**config.mk**
```make
export PLATFORM = sky130hd
export DESIGN_NAME = gpu_cmd_queue
export DESIGN_NICKNAME = d
export VERILOG_FILES = /design/src/rtl/common.sv /design/src/rtl/gpu_cmd_queue.sv
export SDC_FILE = /design/constraint.sdc
export NUM_CORES = 1
export LEC_CHECK = 0
export ABC_AREA = 1
export CAP_MARGIN = 40
export CORE_MARGIN = 8
export CORE_UTILIZATION = 50
export DETAILED_ROUTE_END_ITERATION = 8
export HOLD_SLACK_MARGIN = 0.12
export PLACE_DENSITY_LB_ADDON = 0.12
export SYNTH_ARGS = -nofsm -noshare
export SYNTH_HDL_FRONTEND = slang
export SYNTH_SLANG_ARGS = --single-unit
```
**constraint.sdc**
```tcl
create_clock -name clk -period 2.78 [get_ports clk]
set_clock_uncertainty 0.1 [all_clocks]
set_input_delay 0.278 -clock clk [delete_from_list [all_inputs] [get_ports clk]]
set_output_delay 0.278 -clock clk [all_outputs]
set_load 0.05 [all_outputs]
```
**src/rtl/common.sv**
```systemverilog
// Shared raster GPU definitions used by the CPU, the command queue and the GPU.
package common;

    typedef enum logic [2:0] {
        NOP   = 3'd0,
        POINT = 3'd1,
        LINE  = 3'd2,
        RECT  = 3'd3,
        FILL  = 3'd4
    } raster_command_t;

endpackage

```
**src/rtl/gpu_cmd_queue.sv**
```systemverilog
// Command FIFO between the CPU and the raster GPU; issues one queued command at a time
// with a single-cycle gpu_execute_request pulse, never while the GPU is busy.
module gpu_cmd_queue
    import common::*;
#(
    parameter int DEPTH = 8
) (
    input  logic                     clk,
    input  logic                     rst_async,
    input  raster_command_t          in_command,
    input  logic [7:0]               in_x0,
    input  logic [7:0]               in_y0,
    input  logic [7:0]               in_x1,
    input  logic [7:0]               in_y1,
    input  logic [2:0]               in_colour,
    input  logic                     in_valid,
    output logic                     in_ready,
    input  logic                     flush,
    output raster_command_t          gpu_command,
    output logic [7:0]               gpu_x0,
    output logic [7:0]               gpu_y0,
    output logic [7:0]               gpu_x1,
    output logic [7:0]               gpu_y1,
    output logic [2:0]               gpu_colour,
    output logic                     gpu_execute_request,
    input  logic                     gpu_busy,
    output logic [$clog2(DEPTH):0]   fifo_count,
    output logic                     all_idle,
    output logic [1:0]               dbg_state
);

    localparam int AW = $clog2(DEPTH);
    localparam int CW = AW + 1;

    typedef struct packed {
        raster_command_t cmd;
        logic [7:0]      x0;
        logic [7:0]      y0;
        logic [7:0]      x1;
        logic [7:0]      y1;
        logic [2:0]      colour;
    } entry_t;

    typedef enum logic [1:0] {
        S_IDLE   = 2'd0,
        S_ISSUE  = 2'd1,
        S_SETTLE = 2'd2,
        S_WAIT   = 2'd3
    } state_t;

    state_t          state_q, state_d;
    entry_t          mem_q [DEPTH];
    entry_t          out_q, out_d;
    entry_t          in_entry;
    logic [AW-1:0]   wr_ptr_q, wr_ptr_d;
    logic [AW-1:0]   rd_ptr_q, rd_ptr_d;
    logic [CW-1:0]   count_q, count_d;
    logic            push;
    logic            pop;

    // Input handshake: a command transfers on an edge where in_valid and in_ready are
    // both high; in_ready depends only on registered occupancy, never on a same-cycle pop.
    assign in_ready = (count_q != CW'(DEPTH));
    assign push     = in_valid && in_ready && !flush;

    assign in_entry = '{cmd: in_command, x0: in_x0, y0: in_y0, x1: in_x1, y1: in_y1,
                        colour: in_colour};

    always_comb begin
        wr_ptr_d = wr_ptr_q;
        rd_ptr_d = rd_ptr_q;
        count_d  = count_q;
        out_d    = out_q;
        if (flush) begin
            rd_ptr_d = wr_ptr_q;
            count_d  = '0;
        end else begin
            if (push) wr_ptr_d = wr_ptr_q + AW'(1);
            if (pop) begin
                rd_ptr_d = rd_ptr_q + AW'(1);
                out_d    = mem_q[rd_ptr_q];
            end
            case ({push, pop})
                2'b10:   count_d = count_q + CW'(1);
                2'b01:   count_d = count_q - CW'(1);
                default: count_d = count_q;
            endcase
        end
    end

    always_ff @(posedge clk) begin
        if (push) mem_q[wr_ptr_q] <= in_entry;
    end

    always_ff @(posedge clk or negedge rst_async) begin
        if (!rst_async) begin
            wr_ptr_q <= '0;
            rd_ptr_q <= '0;
            count_q  <= '0;
            out_q    <= '0;
        end else begin
            wr_ptr_q <= wr_ptr_d;
            rd_ptr_q <= rd_ptr_d;
            count_q  <= count_d;
            out_q    <= out_d;
        end
    end

    always_ff @(posedge clk or negedge rst_async) begin
        if (!rst_async) state_q <= S_IDLE;
        else            state_q <= state_d;
    end

    // SETTLE ignores gpu_busy: the GPU only raises it the cycle after the request.
    always_comb begin
        state_d = state_q;
        case (state_q)
            S_IDLE:   if (pop) state_d = S_ISSUE;
            S_ISSUE:  state_d = S_SETTLE;
            S_SETTLE: state_d = S_WAIT;
            S_WAIT:   if (!gpu_busy) state_d = S_IDLE;
            default:  state_d = S_IDLE;
        endcase
    end

    always_comb begin
        pop                 = 1'b0;
        gpu_execute_request = 1'b0;
        case (state_q)
            S_IDLE:  pop = (count_q != '0) && !gpu_busy && !flush;
            S_ISSUE: gpu_execute_request = 1'b1;
            default: ;
        endcase
    end

    assign all_idle    = (count_q == '0) && (state_q == S_IDLE) && !gpu_busy;
    assign fifo_count  = count_q;
    assign dbg_state   = state_q;
    assign gpu_command = out_q.cmd;
    assign gpu_x0      = out_q.x0;
    assign gpu_y0      = out_q.y0;
    assign gpu_x1      = out_q.x1;
    assign gpu_y1      = out_q.y1;
    assign gpu_colour  = out_q.colour;

endmodule

```
; Yosys cells after proc, flatten, opt, wreduce, memory -nomap -nowiden
; Memories as Yosys holds them, arrays and structs flattened. A register that Yosys moved wholly into a read port is not among the register bits.
; Cells that the tools add are included.
; W data, S select, Z words.
[classes]
reduce_logical = 17
bitwise = 1
addsub = 4
mux = 11
eq_ne = 8
[op_table]
columns = cell, count
row1 = $pmux W2 S4, 1
row2 = $pmux W4 S2, 1
row3 = $add A3 B1 Y3 const B, 2
row4 = $eq A2 B2 Y1 const B, 3
row5 = $logic_and A1 B1 Y1, 6
row6 = $mux W3, 2
row7 = $reduce_and A2 Y1, 3
row8 = $add A4 B1 Y4 const B, 1
row9 = $eq A2 B1 Y1 const B, 2
row10 = $logic_not A4 Y1, 1
row11 = $mux W1, 4
row12 = $mux W2, 2
row13 = $mux W4, 1
row14 = $ne A2 B2 Y1 const B, 2
row15 = $ne A4 B4 Y1 const B, 1
row16 = $reduce_bool A4 Y1, 1
row17 = $sub A4 B1 Y4 const B, 1
row18 = $logic_not A1 Y1, 3
row19 = $reduce_bool A3 Y1, 1
row20 = $logic_not A2 Y1, 1
row21 = $reduce_bool A2 Y1, 1
row22 = $not A1 Y1, 1
[word_totals]
ramBits = 304
mem_count = 1
in_bits = 43
out_inout_bits = 47
ff_bits = 12
word_cells = 46
[mem_list]
columns = memory, depth, width, rd, rd_clocked_by_memory_dff, wr, line
row1 = mem_q, 8, 38, 1, 1, 1, gpu_cmd_queue.sv:52  ; entry_t mem_q [DEPTH];

; Depth between registers and ports, before layout
; Gate-level depths: netlist (run 1).
[depth]
depth_word = 7
depth_mapped = 14
depth_no_buf = 14

; Worst setup path after synthesis (run 1)
; Ideal clock, no wire load.
[synth_timing]
path_type = register to register
from = register count_q[0], in the netlist fifo_count[0]
to = memory mem_q[0][0] (netlist name), enable pin
n_path_buf = 0
t_arrival_ns = 3.360
synth_period_minus_slack_ns = 3.894
setup_time_ns = 0.433
slack_ns = -1.114
path_stages_with_launch = 6
cell_sequence = dfrtp_1 > nor2_1 > nand2_1 > nand2_2 > or2_1 > nor2_1
[synth_via]
elab_chain_len = 5
[synth_rtl]
columns = item, line
row1 = from (decl), gpu_cmd_queue.sv:57  ; logic [CW-1:0] count_q, count_d;
row2 = from (signal assigned), gpu_cmd_queue.sv:104  ; count_q <= count_d;
row3 = $ne A4 B4 Y1, gpu_cmd_queue.sv:63  ; assign in_ready = (count_q != CW'(DEPTH));
row4 = named net in_ready, gpu_cmd_queue.sv:17  ; output logic in_ready,
row5 = $logic_and A1 B1 Y1 (2 in series), gpu_cmd_queue.sv:64  ; assign push = in_valid && in_ready && !flush;
row6 = $mux W1, gpu_cmd_queue.sv:92  ; if (push) mem_q[wr_ptr_q] <= in_entry;
row7 = $mux W1 (not written as such), gpu_cmd_queue.sv:92
row8 = to (decl), gpu_cmd_queue.sv:52
; The timed path passes the listed nets, and every way through them passes these cells.

; Final worst setup path (run 1)
[layout_timing]
from = register state_q[1], in the netlist dbg_state[1]
to = output port all_idle
[layout_via]
elab_chain_len = 3
[layout_rtl]
columns = item, line
row1 = from (decl), gpu_cmd_queue.sv:51  ; state_t state_q, state_d;
row2 = from (signal assigned), gpu_cmd_queue.sv:111  ; else state_q <= state_d;
row3 = $logic_not A2 Y1, gpu_cmd_queue.sv:136  ; assign all_idle = (count_q == '0) && (state_q == S_IDLE) && !gpu_busy;
row4 = $logic_and A1 B1 Y1 (2 in series), gpu_cmd_queue.sv:136
row5 = to (decl), gpu_cmd_queue.sv:28  ; output logic all_idle,
; Every way passes these cells.

==> impl_metrics.tcl, run 1 <==
set metrics [dict create \
    status "finished, final reports clean" \
    worst_pin_slew_ns 0.697 \
    antenna_found_initial 0 \
    synth-edff-count 304 \
    ys_seq_area_share_pct 75.5 \
    total_power_mw 16.2 \
    clockBufferDepth 3 \
    final_cell_area_mm2 0.0164 \
    via_per_inst 5.63 \
    yosysTopAreaCellShare_pct 66.4 \
    met3_length_um 1370 \
    cts_tree "done" \
    synth_area_leaders "edfxtp_1 (66%), dfrtp_1 (9.1%), o21ai_0 (4.8%)" \
    grt_max_degree 155 \
    drc 0 \
    synth_xor_area_share_pct 0.0637 \
    port_buffers 89 \
    num_io_pins 90 \
    cts_root_buffer "clkbuf_16" \
    htree_levels 2 \
    synth-seq-cells 354 \
    syn-num-nets 1073 \
    maxCapViolations 0 \
    initial_core_util_pct 51.0 \
    synthAdderAreaFrac_pct 0.819 \
    netlist_area_mm2 0.0137 \
    cts_setup_buffers 0 \
    grtUsageTotal_pct 18.2 \
    grt-ovfl-total 0 \
    cp_data_required_time_ns 2.40 \
    die_w_um 182 \
    power.density_mw_per_mm2 990 \
    routedWlPerCell_um 20.2 \
    crit_path_top_delay_cell "dlygate4sd2_1" \
    hold_viol 0 \
    multi_input_area_mm2 0.00306 \
    clock-sinks 354 \
    hpwlAfterDp_um 17000 \
    yosys.area_share.simple_pct 9.53 \
    slew_violations 0 \
    fin_crit_ns 2.57 \
    clock.fmax_ghz 0.390 \
    yosys_warnings 0 \
    cp_cell_sequence "inv_1 > ha_1 > inv_2 > nor3_1 > dlygate4sd2_1" \
    finalSetupViolCount 0 \
    coreArea_mm2 0.0270 \
    hold_class "flip-flop to flip-flop" \
    clk-insertion-delay-late_ns 0.51 \
    syn_inst 1021 \
    fin_crit_sh_pct 92.3 \
    ys_types 34 \
    fin_nets 1168 \
    vias 8361 \
    p_leak_nw 5.71 \
    grt_pass1_vias 8405 \
    routabilityCongestion 0.757 \
    rsz0062_at_grt "false" \
    top_layer_used "met4" \
    yosysTopAreaCell "edfxtp_1" \
    postPlaceCellArea_mm2 0.0153 \
    dr.pass1.iters 5 \
    grt_pass1_wl_um 47500 \
    synth_compound_area_share_pct 11.3 \
    whs_ns 0.373 \
    synth_top_family_by_area "compound AO/OA/AOI/OAI gates" \
    synthMuxAreaShare_pct 0 \
    cp-start-kind "flip-flop" \
    slowest_delay_ns 0.56 \
    drt-initial-drc-count 588 \
    setup_tns_ns 0 \
    slew_headroom_pct 53.5 \
    synthToLayoutAreaGrowth_pct 19.3 \
    antenna_left 0 \
    std_cell_rows 60 \
    drt-met1-wl_um 13200 \
    die_area_mm2 0.0331 \
    syn_avg_cell_area_um2 13.5 \
    antenna_cells 0 \
    regArea_mm2 0.0104 \
    cp_max_fo 4 \
    ir_drop_uv 553 \
    route.met2.wl_um 14900 \
    synthFlopType "edfxtp_1" \
    die_y_um 182 \
    numCtsBuffers 36 \
    yosysMostFrequentCell "edfxtp_1" \
    drt_wl_total_um 30000 \
    crit_arrival_ns 2.19 \
    critPathCaptureType "output pin" \
    yosys-top-cells-count "edfxtp_1 (304), nor2_1 (166), o21ai_0 (133), nand2_1 (107), o221ai_1 (66)" \
    drive_above_1_share_pct 9.45 \
    async_reset_ff_share_pct 14.1 \
    path_clk_slew_ns 0.06 \
    n_fill_cell 2077 \
    crit_type "flip-flop to output pin" \
]
-- per-stage QoR --
step	util (%)	cells	worst slack, ns
2_1_floorplan	-	1021	0.0539
4_1_cts	60.9	1484	0.199
3_5_place_dp	56.6	1416	0.297
5_1_grt	60.9	1484	0.0849
6_report	60.9	1484	0.214
3_3_place_gp	56.5	1414	0.330
-- sequential cells by signal (all words and copies together), names as in the netlist --
| register | flops |
|---|---|
| gpu_x0 | 8 |
| rd_ptr_q | 3 |
| fifo_count | 4 |
| mem_q | 304 |
| gpu_command | 3 |
| gpu_y0 | 8 |
| gpu_x1 | 8 |
| gpu_y1 | 8 |
| gpu_colour | 3 |
| wr_ptr_q | 3 |
| dbg_state | 2 |
-- worst paths after layout --
kind	slack, ns	cells after the start	from	end
worst max-delay path	0.21	5	dbg_state[1]$_DFFE_PN0P_	all_idle
worst min-delay path	0.37	2	gpu_y1[2]$_DFFE_PN0P_	gpu_y1[2]$_DFFE_PN0P_
worst max register to register	0.65	8	dbg_state[1]$_DFFE_PN0P_	gpu_x0[3]$_DFFE_PN0P_
worst min register to register	0.37	2	gpu_y1[2]$_DFFE_PN0P_	gpu_y1[2]$_DFFE_PN0P_
max in group asynchronous	1.08	4	rst_async	gpu_y0[1]$_DFFE_PN0P_
min in group asynchronous	0.68	3	rst_async	gpu_y0[7]$_DFFE_PN0P_
-- critical path: cells and delay by family, from the launching register on --
| family | cells | cell delay, ns |
|---|---|---|
| adders and majority gates | 1 | 0.25 |
| buffers and inverters | 3 | 0.79 |
| DFF | 1 | 0.41 |
| and+or+nand+nor | 1 | 0.22 |
-- logic make-up (layout without fill, tap and decap cells) --
logic type / after synthesis / after routing
AO/OA/AOI/OAI: 251 / 251
adder cells (fa/ha/maj): 9 / 9
AND/OR/NAND/NOR: 320 / 320
buffers and inverters: 86 / 208
XOR/XNOR: 1 / 1
flip-flops: 354 / 354
-- cell type report --
type,instances,share of cell area [%]
sequential,354,63.3
clock buffer,59,6.38
tap,341,2.60
inverter,21,0.511
multi-input combinational,581,18.6
clock inverter,6,0.412
timing repair buffer,122,8.14
-- layer usage --
layer,vias up,track usage [%]
met3,44,3.19
met2,184,31.0
met5,-,0
li1,3973,-
met1,4160,23.7
met4,0,4.82
-- where the power goes --
part           internal, mW  total (mW)  switching, mW  leakage [nW]
logic                  1.59        4.95           3.36          1.80
registers              6.40        6.74          0.339          3.37
clock network          2.67        4.55           1.88         0.539
-- layout by cell type, fill, tap and decap left out, drive strengths merged --
master         Yosys  final
bufinv             0      1
dlygate4sd3        0      3
o221ai            66     66
or2                3      3
dfrtp             50     50
clkinv             0      4
nor2             170    170
a22o               1      1
o211ai            12     12
a21oi              3      3
buf               31     31
nand3             32     32
edfxtp           304    304
dlygate4sd2        0      1
clkbuf            34     59
o22ai             12     12
clkdlybuf4s50      0     87
ha                 9      9
o21ai            157    157
nand4              2      2
nand2            111    111
inv               21     22
xor2               1      1
nor3               2      2
-- what timing repair did --
item / in CTS / in global routing
resized for setup: 1 / 0
hold endpoints to repair: 42 / 0
hold buffers: 3 / 0
setup endpoints to repair: 1 / 0
(Power assumes the default switching activity.)
==> run 2: changes to the inputs <==
--- a/config.mk
+++ b/config.mk
@@ -9,9 +9,11 @@
 export CAP_MARGIN = 40
 export CORE_MARGIN = 8
 export CORE_UTILIZATION = 50
+export CTS_CLUSTER_SIZE = 40
 export DETAILED_ROUTE_END_ITERATION = 8
 export HOLD_SLACK_MARGIN = 0.12
 export PLACE_DENSITY_LB_ADDON = 0.12
+export SLEW_MARGIN = 30
 export SYNTH_ARGS = -nofsm -noshare
 export SYNTH_HDL_FRONTEND = slang
 export SYNTH_SLANG_ARGS = --single-unit
==> impl_metrics.tcl, run 2 (synthesis gave the netlist of run 1 again) <==
set metrics [dict create \
    hpwlAfterDp_um 17000 \
    slew_headroom_pct 50.6 \
    clock-sinks 354 \
    rrSetupSlack_ns 0.67 \
    die_w_um 182 \
    drt_wl_total_um 30000 \
    setup_tns_ns 0 \
    clockBufferDepth 3 \
    num_io_pins 90 \
    initial_core_util_pct 51.0 \
    final_cell_area_mm2 0.0164 \
    std_cell_rows 60 \
    cp-start-kind "flip-flop" \
    dr.pass1.iters 5 \
    hold_viol 0 \
    cp-startpoint "dbg_state[0]$_DFFE_PN0P_" \
    die_y_um 182 \
    via_per_inst 5.60 \
    port_buffers 89 \
    path_clk_slew_ns 0.06 \
    rsz0062_at_grt "false" \
    status "finished, final reports clean" \
    hold_class "primary input to asynchronous set/reset pin" \
    cp_cell_sequence "inv_1 > ha_1 > inv_2 > nor3_1 > dlygate4sd2_1" \
    power.density_mw_per_mm2 993 \
    layout_commonest_cell "edfxtp_1" \
    crit_arrival_ns 2.14 \
    clk-insertion-delay-late_ns 0.52 \
    die_area_mm2 0.0331 \
    cts_setup_buffers 0 \
    vias 8301 \
    clock.fmax_ghz 0.397 \
    r2r_cells 8 \
    antenna_cells 0 \
    drt-initial-drc-count 660 \
    instances_no_fill 1482 \
    routabilityCongestion 0.757 \
    r2r-end "mem_q[7][11]$_DFFE_PP_" \
    critPathCaptureType "output pin" \
    cts_root_buffer "clkbuf_16" \
    timing.rr.start "fifo_count[3]$_DFFE_PN0P_" \
    layout_common_cells "edfxtp_1 (304), nor2_1 (158), o21ai_0 (133)" \
    dp_cells 1415 \
    grt_pass1_wl_um 47300 \
    slowest_delay_ns 0.56 \
    cp_max_fo 4 \
    crit_type "flip-flop to output pin" \
    slew_violations 0 \
    grtUsageTotal_pct 18.1 \
    worst_pin_slew_ns 0.742 \
    htree_levels 2 \
    maxCapViolations 0 \
    top_register "mem_q" \
    postPlaceCellArea_mm2 0.0152 \
    drc 0 \
    antenna_left 0 \
    synthToLayoutAreaGrowth_pct 19.1 \
    numCtsBuffers 36 \
    ir_drop_uv 500 \
    endpoint "all_idle" \
    crit_path_top_delay_cell "dlygate4sd2_1" \
    drive_above_1_share_pct 9.82 \
    routedWlPerCell_um 20.3 \
    cp_data_required_time_ns 2.40 \
    fin_crit_sh_pct 90.6 \
    fin_crit_ns 2.52 \
    antenna_found_initial 0 \
    grt_max_degree 155 \
    cts_tree "done" \
    fin_nets 1165 \
    p_leak_nw 5.71 \
    finalSetupViolCount 0 \
    grt-ovfl-total 0 \
    largest_reg_flops 304 \
    grt_pass1_vias 8304 \
    whs_ns 0.211 \
    coreArea_mm2 0.0270 \
]
[run 2: cell types whose count changed in the layout (fill, tap and decap cells not counted), sizes merged]
cell	previous run	this run
buf	31	30
inv	22	21
clkinv	4	12
clkbuf	59	53
dlygate4sd3	3	1
[run 2: stage by stage]
step / util, % / setup slack [ns] / power, mW
after floorplan: - / 0.0539 / 10.1
after global placement: 56.5 / 0.330 / 11.7
after detailed placement: 56.5 / 0.277 / 11.8
after CTS: 60.8 / 0.229 / 16.4
after global routing: 60.8 / 0.129 / 17.0
final: 60.8 / 0.260 / 16.3
[run 2: layout make-up]
| class | instances | area, um2 |
|---|---|---|
| timing repair buffer | 119 | 1280 |
| clock inverter | 13 | 101 |
| multi-input combinational | 581 | 3060 |
| inverter | 21 | 83.8 |
| clock buffer | 53 | 1040 |
| sequential | 354 | 10400 |
| tap | 341 | 427 |
| fill | 2090 | 10600 |
[run 2: power breakdown]
| part | switching [mW] | total [mW] | internal, mW |
|---|---|---|---|
| Combinational | 3.33 | 4.90 | 1.57 |
| Sequential | 0.361 | 6.76 | 6.40 |
| Clock | 1.91 | 4.60 | 2.69 |
| Total | 5.60 | 16.3 | 10.7 |
[run 2: worst min path at each step]
stage / endpoint / slack, ns / cells past startpoint
3_5_place_dp: gpu_y0[1]$_DFFE_PN0P_ / 0.22 / 1
2_1_floorplan: dbg_state[0]$_DFFE_PN0P_ / -0.12 / 0
3_3_place_gp: gpu_x0[7]$_DFFE_PN0P_ / 0.36 / 2
6_report: gpu_y0[1]$_DFFE_PN0P_ / 0.21 / 2
4_1_cts: gpu_y0[1]$_DFFE_PN0P_ / 0.21 / 2
5_1_grt: gpu_y0[1]$_DFFE_PN0P_ / 0.25 / 2
[run 2: metal layers]
layer / vias up / track usage (%) / wire (um)
li1: 3969 / - / -
met1: 4100 / 23.7 / 13300
met2: 189 / 31.0 / 14800
met3: 43 / 3.05 / 1360
met4: 0 / 4.95 / 519
met5: - / 0 / 0
[run 2: repair_timing]
| item | CTS | global route |
|---|---|---|
| gates resized for setup | 1 | 0 |
| hold buffers | 1 | 0 |
| endpoints found under the hold margin | 48 | 0 |
| endpoints found under the setup margin | 1 | 0 |
[run 2: worst max-delay path: cells and delay by family (launching register included)]
family	cells	cell delay, ns
buf+inv	3	0.78
flops	1	0.41
fa+ha+maj	1	0.24
simple gates	1	0.21
==> run 3: changes to the inputs <==
--- a/config.mk
+++ b/config.mk
@@ -5,12 +5,14 @@
 export SDC_FILE = /design/constraint.sdc
 export NUM_CORES = 1
 export LEC_CHECK = 0
-export ABC_AREA = 1
 export CAP_MARGIN = 40
+export CELL_PAD_IN_SITES_DETAIL_PLACEMENT = 1
+export CELL_PAD_IN_SITES_GLOBAL_PLACEMENT = 1
 export CORE_MARGIN = 8
-export CORE_UTILIZATION = 50
+export CORE_UTILIZATION = 46
 export CTS_CLUSTER_SIZE = 40
 export DETAILED_ROUTE_END_ITERATION = 8
+export GPL_ROUTABILITY_DRIVEN = 1
 export HOLD_SLACK_MARGIN = 0.12
 export PLACE_DENSITY_LB_ADDON = 0.12
 export SLEW_MARGIN = 30
==> impl_metrics.tcl, run 3 <==
set metrics [dict create \
    fin_nets 843 \
    synth-edff-count 304 \
    fin_crit_sh_pct 97.3 \
    cp_data_required_time_ns 2.40 \
    crit_arrival_ns 2.33 \
    synth-seq-cells 354 \
    top_register "mem_q" \
    syn-num-nets 715 \
    syn_inst 663 \
    drt_wl_total_um 28900 \
    timing.rr.start "fifo_count[1]$_DFFE_PN0P_" \
    cts_root_buffer "clkbuf_16" \
    synthToLayoutAreaGrowth_pct 22.2 \
    dp_cells 1140 \
    cp-start-kind "flip-flop" \
    antenna_left 0 \
    slew_headroom_pct 50.5 \
    async_reset_ff_share_pct 14.1 \
    power.density_mw_per_mm2 1050 \
    crit_type "flip-flop to output pin" \
    fin_crit_ns 2.71 \
    routedWlPerCell_um 23.9 \
    yosys-top-cells-count "edfxtp_1 (304), mux4_2 (76), dfrtp_1 (50), nor2_1 (43), a21oi_1 (41)" \
    rsz0062_at_grt "false" \
    syn_avg_cell_area_um2 20.5 \
    die_w_um 188 \
    layout_commonest_cell "edfxtp_1" \
    yosysTopAreaCellShare_pct 67.1 \
    coreArea_mm2 0.0294 \
    synthFlopType "edfxtp_1" \
    finalSetupViolCount 0 \
    yosysTopAreaCell "edfxtp_1" \
    hpwlAfterDp_um 17100 \
    total_power_mw 17.5 \
    synth_area_leaders "edfxtp_1 (67%), mux4_2 (13%), dfrtp_1 (9.2%)" \
    clockBufferDepth 3 \
    r2r-end "fifo_count[3]$_DFFE_PN0P_" \
    num_io_pins 90 \
    die_area_mm2 0.0353 \
    status "finished, final reports clean" \
    grt-ovfl-total 0 \
    instances_no_fill 1210 \
    slew_violations 0 \
    vias 6652 \
    maxCapViolations 0 \
    cts_setup_buffers 0 \
    initial_core_util_pct 46.3 \
    antenna_found_initial 0 \
    die_y_um 188 \
    via_per_inst 5.50 \
    antenna_cells 0 \
    rrSetupSlack_ns 0.17 \
    cp_max_fo 7 \
    hold_viol 0 \
    htree_levels 2 \
    cts_tree "done" \
    ir_drop_uv 536 \
    worst_pin_slew_ns 0.743 \
    hold_class "primary input to asynchronous set/reset pin" \
    routabilityCongestion 0.773 \
    grt_pass1_vias 7433 \
    p_leak_nw 5.52 \
    port_buffers 89 \
    path_clk_slew_ns 0.06 \
    drc 0 \
    r2r_cells 9 \
    numCtsBuffers 37 \
    grt_max_degree 79 \
    yosys_warnings 0 \
    drive_above_1_share_pct 24.3 \
    critPathCaptureType "output pin" \
    clk-insertion-delay-late_ns 0.51 \
    netlist_area_mm2 0.0136 \
    std_cell_rows 63 \
    ys_seq_area_share_pct 76.3 \
    grt_pass1_wl_um 44900 \
    dr.pass1.iters 4 \
    drt-initial-drc-count 371 \
    clock.fmax_ghz 0.370 \
    clock-sinks 354 \
    yosysMostFrequentCell "edfxtp_1" \
    ys_types 44 \
    largest_reg_flops 304 \
    layout_common_cells "edfxtp_1 (304), clkdlybuf4s50_1 (87), mux4_2 (76)" \
    grtUsageTotal_pct 16.5 \
]
## run 3: cell types whose count changed in the layout (fill, tap and decap cells not counted), sizes merged, moves of 14 or more
cell / previous run / this run
o21ai: 157 / 3
nand3: 32 / 3
a21oi: 3 / 41
nor2: 170 / 43
inv: 21 / 7
nand2: 111 / 9
mux2i: 0 / 40
o221ai: 66 / 0
mux4: 0 / 76
## run 3: where the power goes
part | internal [mW] | switching (mW) | leakage (nW)
registers | 6.50 | 0.498 | 3.32
logic | 2.27 | 3.08 | 1.58
clock network | 3.16 | 1.96 | 0.618
total | 11.9 | 5.54 | 5.52
## run 3: timing repair
action                     CTS  global route
pin swaps                    0             1
setup endpoints to repair    1             1
hold buffers                 1             0
hold endpoints to repair    50             0
resized for setup            2             2
## run 3: metrics by stage
step / setup WS, ns / TNS [ns] / area, um2 / hold slack, ns / utilization (%)
finish: 0.0747 / 0 / 16600 / 0.363 / 56.6
global placement: 0.0974 / 0 / 15300 / 0.370 / 52.0
CTS: 0.0446 / 0 / 16600 / 0.376 / 56.4
global route: 0.00577 / 0 / 16600 / 0.398 / 56.6
floorplan: -0.134 / -15.24 / 13700 / -0.118 / -
detailed placement: -0.0119 / -0.0119 / 15300 / 0.389 / 52.0
## run 3: worst max path at each step
stage	endpoint	from	slack [ns]
3_3_place_gp	fifo_count[3]$_DFFE_PN0P_	fifo_count[0]$_DFFE_PN0P_	0.1
2_1_floorplan	mem_q[0][0]$_DFFE_PP_	fifo_count[3]$_DFFE_PN0P_	-0.13
4_1_cts	fifo_count[3]$_DFFE_PN0P_	fifo_count[1]$_DFFE_PN0P_	0.04
6_report	in_ready	fifo_count[1]$_DFFE_PN0P_	0.07
5_1_grt	in_ready	fifo_count[1]$_DFFE_PN0P_	0.006
3_5_place_dp	fifo_count[3]$_DFFE_PN0P_	flush	-0.01
## run 3: cell type report
cell class	instances	area (um2)
fillers	2573	12800
flip-flops and latches	354	10400
multi-input cells	268	3140
repair buffers	124	1300
clock buffers	54	1070
well taps	390	488
clock inverters	14	214
inverters	6	22.5
## run 3: kinds of logic (layout without fill, tap and decap cells)
logic type                 after synthesis  in the layout  share of synthesized area (%)
muxes                                  119            119                           15.8
buffers and inverters                   41            198                           1.58
AOI/OAI and AO/OA                       56             56                           2.34
adders and majority gates                9              9                          0.828
and+or+nand+nor                         78             78                           2.80
xor gates and xnor gates                 6              6                          0.386
DFF                                    354            354                           76.3
## run 3: worst max-delay path, cell delays in order, from the launching register on
cell and delay (ns):
dfrtp_2 0.40, buf_4 0.16, or4b_4 0.53, clkdlybuf4s50_1 0.73
## run 3: metal layers
| layer | routed length, um | track usage [%] | vias to the layer above |
|---|---|---|---|
| li1 | - | - | 2928 |
| met1 | 12700 | 22.1 | 3524 |
| met2 | 14500 | 27.5 | 158 |
| met3 | 1200 | 3.05 | 42 |
| met4 | 437 | 4.00 | 0 |
| met5 | 0 | 0 | - |
==> RTL change 1, RTL diff (config.mk and constraints of run 1) <==
Change the parameter `DEPTH` from 8 to 16.
--- a/src/rtl/gpu_cmd_queue.sv
+++ b/src/rtl/gpu_cmd_queue.sv
@@ -5,3 +5,3 @@
 #(
-    parameter int DEPTH = 8
+    parameter int DEPTH = 16
 ) (
Ports: changed (resized fifo_count); port bits go from 90 to 91. No check against the original RTL was run, so the function may have changed too.
==> RTL change 1 against run 1 <==
  * Non-clock buffer count grew 35
  * Critical path depth is the same
  * Wire length grew 110%
  * Sequential power grew 78%
  * Sequential cell count grew 307
  * Worst setup slack gained 0.058 ns
  * Fmax grew 2.3%
  * Combinational power grew 80%
  * Synthesized cell count grew 93%
  * Cell area grew 83%
  * Power grew 81%
  * Count of clock-buffer cells in the layout grew 38
  * Synthesized area grew 89%
  * Critical endpoint unchanged
==> RTL change 1: results (changes against run 1) <==
----------------------------------------------------
[Logic synthesis]
  Number of distinct library cell variants in the gate-level netlist after synthesis ... 33 (-2.9%)
  Part of the Yosys area used for sequential elements ... 75.4% (about the same)
  Share of synthesized registers carrying an async set or reset ... 8.02% (-6.1 points)
  Post-synth EDFFs ... 608 (+100%)
  Top post-synthesis cells by count ... sky130_fd_sc_hd__edfxtp_1, sky130_fd_sc_hd__nor2_1, sky130_fd_sc_hd__o21ai_0, sky130_fd_sc_hd__nand2_1, sky130_fd_sc_hd__o22ai_1

[Place]
  Weighted congestion reported at the end of routability-driven placement ... 0.822 (+8.7%)
  Total of buffers placed on input and output ports ... 90 (+1.1%)

[Routing]
  Via density per instance ... 5.77 (+2.5%)
  Iter 0 DRT Violations ... 1,504 (+160%)

[Power]
  Peak VDD IR ... 0.748 mV (+35%)
  Share of power burned in combinational logic ... 30.3% (-0.2 points)
  Power drawn by the clock network ... 8.43 mW (+85%)

[Layout]
  Flip-flop count of the largest register after layout ... 608 (+100%)
  Number of filler cells placed in the layout ... 4,063 (+96%)
  Multi-input gates ... 1,155 (+99%)
  Clock Network Area Fraction ... 6.80% (+0.0090 points)
  Share of cells above drive strength 1 ... 9.63% (+0.18 points)

[GRT]
  Total track usage ... 21.4% (+3.3 points)
  Global-route track usage on met2 ... 33.7% (+2.7 points)
  First-pass GRT wire length ... 98,100 µm (+110%)
  Number of antenna violations at the first check in global routing ... 2 (+2)

[Critical path]
  Endpoint of the most critical register-to-register path ... gpu_y1[1]$_DFFE_PN0P_
  Worst Reg2Reg Path Length in Cells ... 6 (-2)

[Run status]
  Status ... finished clean

[Clock tree]
  Worst skew pair latency ... 0.58 ns (+0.07 ns)
  Level count of the clock H-tree ... 3 (+1)

[Timing]
  Slew at the pin with the worst max-slew slack ... 0.863 ns (+0.166 ns)

----------------------------------------------------
## RTL change 1: timing repair
| action | in CTS | in global routing |
|---|---|---|
| endpoints found under the hold margin | 41 | 0 |
| hold buffers | 1 | 0 |
| setup endpoints to repair | 1 | 0 |
| resized for setup | 1 | 0 |
## RTL change 1: through the flow
step           setup slack [ns]  std cells  hold slack (ns)  total power, mW
3_5_place_dp              0.218       2677            0.257             21.1
4_1_cts                   0.214       2799            0.173             29.5
5_1_grt                   0.164       2799            0.222             30.8
2_1_floorplan           0.00321       1969           -0.118             18.1
3_3_place_gp              0.266       2677            0.246             21.0
6_report                  0.273       2799            0.162             29.4
## RTL change 1: logic make-up after synthesis
group	share of synthesized area [%]
xor+xnor	0.169
fa+ha+maj	0.578
simple gates	8.10
flops	75.4
compound gates	12.0
mux	0.848
buf+inv	2.83
## RTL change 1: metal layers
layer	vias to the layer above	wire [µm]	share of wire (%)
met1	8030	28200	44
met5	-	0	0
li1	7448	-	-
met2	602	29500	46
met3	83	5310	8.3
met4	0	1090	1.7
==> RTL change 2, RTL diff (config.mk and constraints of run 1) <==
Without the edit above. Put one more register stage on the output `fifo_count`, without a reset. The value now appears one clock later. The other outputs are not delayed to match.
--- a/src/rtl/gpu_cmd_queue.sv
+++ b/src/rtl/gpu_cmd_queue.sv
@@ -136,3 +136,5 @@
     assign all_idle    = (count_q == '0) && (state_q == S_IDLE) && !gpu_busy;
-    assign fifo_count  = count_q;
+    always_ff @(posedge clk) begin
+        fifo_count <= count_q;
+    end
     assign dbg_state   = state_q;
Function: changed (Yosys sat finds a counterexample within 4 cycles, from zero or initial values and one cycle with rst_async low).
==> RTL change 2 against run 1 <==
  * Sequential cell count rose by 4
  * Worst setup slack improved by 0.075 ns
  * Wire length rose by 3.8%
  * Power rose by 2.0%
  * Synthesized area rose by 0.66%
  * Combinational power barely moved
  * Sequential share of layout area fell by 0.12 points
  * First-iteration DRC count rose by 23%
  * Cell area rose by 0.95%
  * Critical path type unchanged
==> RTL change 2: results (changes against run 1) <==
----------------------------------------------------
[Power]
  Lkg Pwr ... 5.77 nW (+0.99%)
  Peak VDD IR ... 0.491 mV (-11%)

[Routing]
  Via density per instance ... 5.57 (-1.1%)
  Met2 wire length ... 14,700 µm (-1.7%)
  Routed wire length per instance ... 20.4 µm (+0.91%)
  Routed length on met3 ... 1580 µm (+15%)
  Iter 0 DRT Violations ... 721 (+23%)
  Post-route met1 wirelength ... 14,300 µm (+8.4%)

[Timing]
  Final worst hold slack ... 0.358 ns (-0.0148 ns)
  Normalized max-slew margin ... 50.9% (-2.6 points)

[GRT]
  Total track usage ... 18.7% (+0.50 points)
  Via count of the first global-routing pass ... 8,613 (+2.5%)
  First-pass GRT wire length ... 48,800 µm (+2.5%)
  Maximum number of pins on one net before global-route repair ... 111 (-28%)

[Place]
  Weighted congestion reported at the end of routability-driven placement ... 0.780 (+3.1%)
  Total half-perimeter wirelength after legalization and detailed placement ... 17,500 µm (+3.1%)
  Total of buffers placed on input and output ports ... 89 (unchanged)

[Logic synthesis]
  Part of the Yosys area used for sequential elements ... 75.6% (+0.087 points)
  Cell types occupying the most area after synthesis ... sky130_fd_sc_hd__edfxtp_1, sky130_fd_sc_hd__dfrtp_1, sky130_fd_sc_hd__o21ai_0
  Share of synthesized registers carrying an async set or reset ... 14.0% (-0.16 points)
  Number of distinct library cell variants in the gate-level netlist after synthesis ... 33 (-2.9%)
  Top post-synthesis cells by count ... sky130_fd_sc_hd__edfxtp_1, sky130_fd_sc_hd__nor2_1, sky130_fd_sc_hd__o21ai_0, sky130_fd_sc_hd__nand2_1, sky130_fd_sc_hd__o221ai_1

[Layout]
  Total Nets Final ... 1,173 (+0.43%)
  Share of cells above drive strength 1 ... 9.66% (+0.21 points)

[Critical path]
  Crit path arrival time ... 2.11 ns (-0.08 ns)
  R2r setup slk ... 0.44 ns (-0.21 ns)

[Run status]
  Status ... finished clean

[Min path]
  Type of the worst min-delay path ... reg2reg

----------------------------------------------------
## RTL change 2: through the flow
stage | setup TNS, ns | area [µm²] | instances | worst slack [ns]
detailed placement | 0 | 15400 | 1459 | 0.328
global route | 0 | 16600 | 1527 | 0.131
CTS | 0 | 16600 | 1527 | 0.246
floorplan | -28.18 | 13900 | 1026 | -0.185
finish | 0 | 16600 | 1527 | 0.289
global placement | 0 | 15400 | 1459 | 0.331
## RTL change 2: worst paths after layout
check,from,to,depth (start not counted)
setup / recovery,dbg_state[1]$_DFFE_PN0P_,all_idle,5
min in group asynchronous,rst_async,gpu_y1[5]$_DFFE_PN0P_,3
max in group asynchronous,rst_async,rd_ptr_q[0]$_DFFE_PN0P_,3
setup reg to reg,dbg_state[1]$_DFFE_PN0P_,count_q[2]$_DFFE_PN0P_,13
hold / removal,count_q[3]$_DFFE_PN0P_,fifo_count[3]$_DFF_P_,0
hold reg to reg,count_q[3]$_DFFE_PN0P_,fifo_count[3]$_DFF_P_,0
## RTL change 2: layout make-up
type,count,share of cell area [%]
well taps,378,2.86
multi-input cells,581,18.4
flip-flops and latches,358,63.2
clock buffers,47,5.88
inverters,21,0.506
clock inverters,19,1.28
repair buffers,123,7.89
## RTL change 2: power breakdown
part | internal [mW] | switching [mW]
combinational | 1.53 | 3.41
clock | 2.86 | 1.98
sequential | 6.47 | 0.294
## RTL change 2: critical path, cell delays in order (launching register included)
cell	delay, ns
sky130_fd_sc_hd__dfrtp_1	0.41
sky130_fd_sc_hd__inv_1	0.14
sky130_fd_sc_hd__ha_1	0.22
sky130_fd_sc_hd__inv_1	0.12
sky130_fd_sc_hd__nor3_1	0.16
sky130_fd_sc_hd__dlygate4sd2_1	0.55
## RTL change 2: cells by family (layout without fill, tap and decap cells)
family,Yosys count,in the layout,share of synthesized area (%)
compound gates,249,249,11.2
xor+xnor,1,1,0.0633
fa+ha+maj,9,9,0.814
buf+inv,87,210,2.88
flops,358,358,75.6
simple gates,322,322,9.50
## RTL change 2: metal layers
metal | GRT usage [%] | up-vias
met5 | 0 | -
met4 | 5.54 | 0
met3 | 3.14 | 54
met2 | 30.3 | 223
met1 | 25.7 | 4246
li1 | - | 3985
## RTL change 2: timing repair
| action | 4_1_cts | 5_1_grt |
|---|---|---|
| setup endpoints to repair | 1 | 0 |
| gates resized for setup | 1 | 0 |
| setup buffers | 0 | 0 |
| hold endpoints to repair | 50 | 0 |
| hold buffers | 2 | 0 |
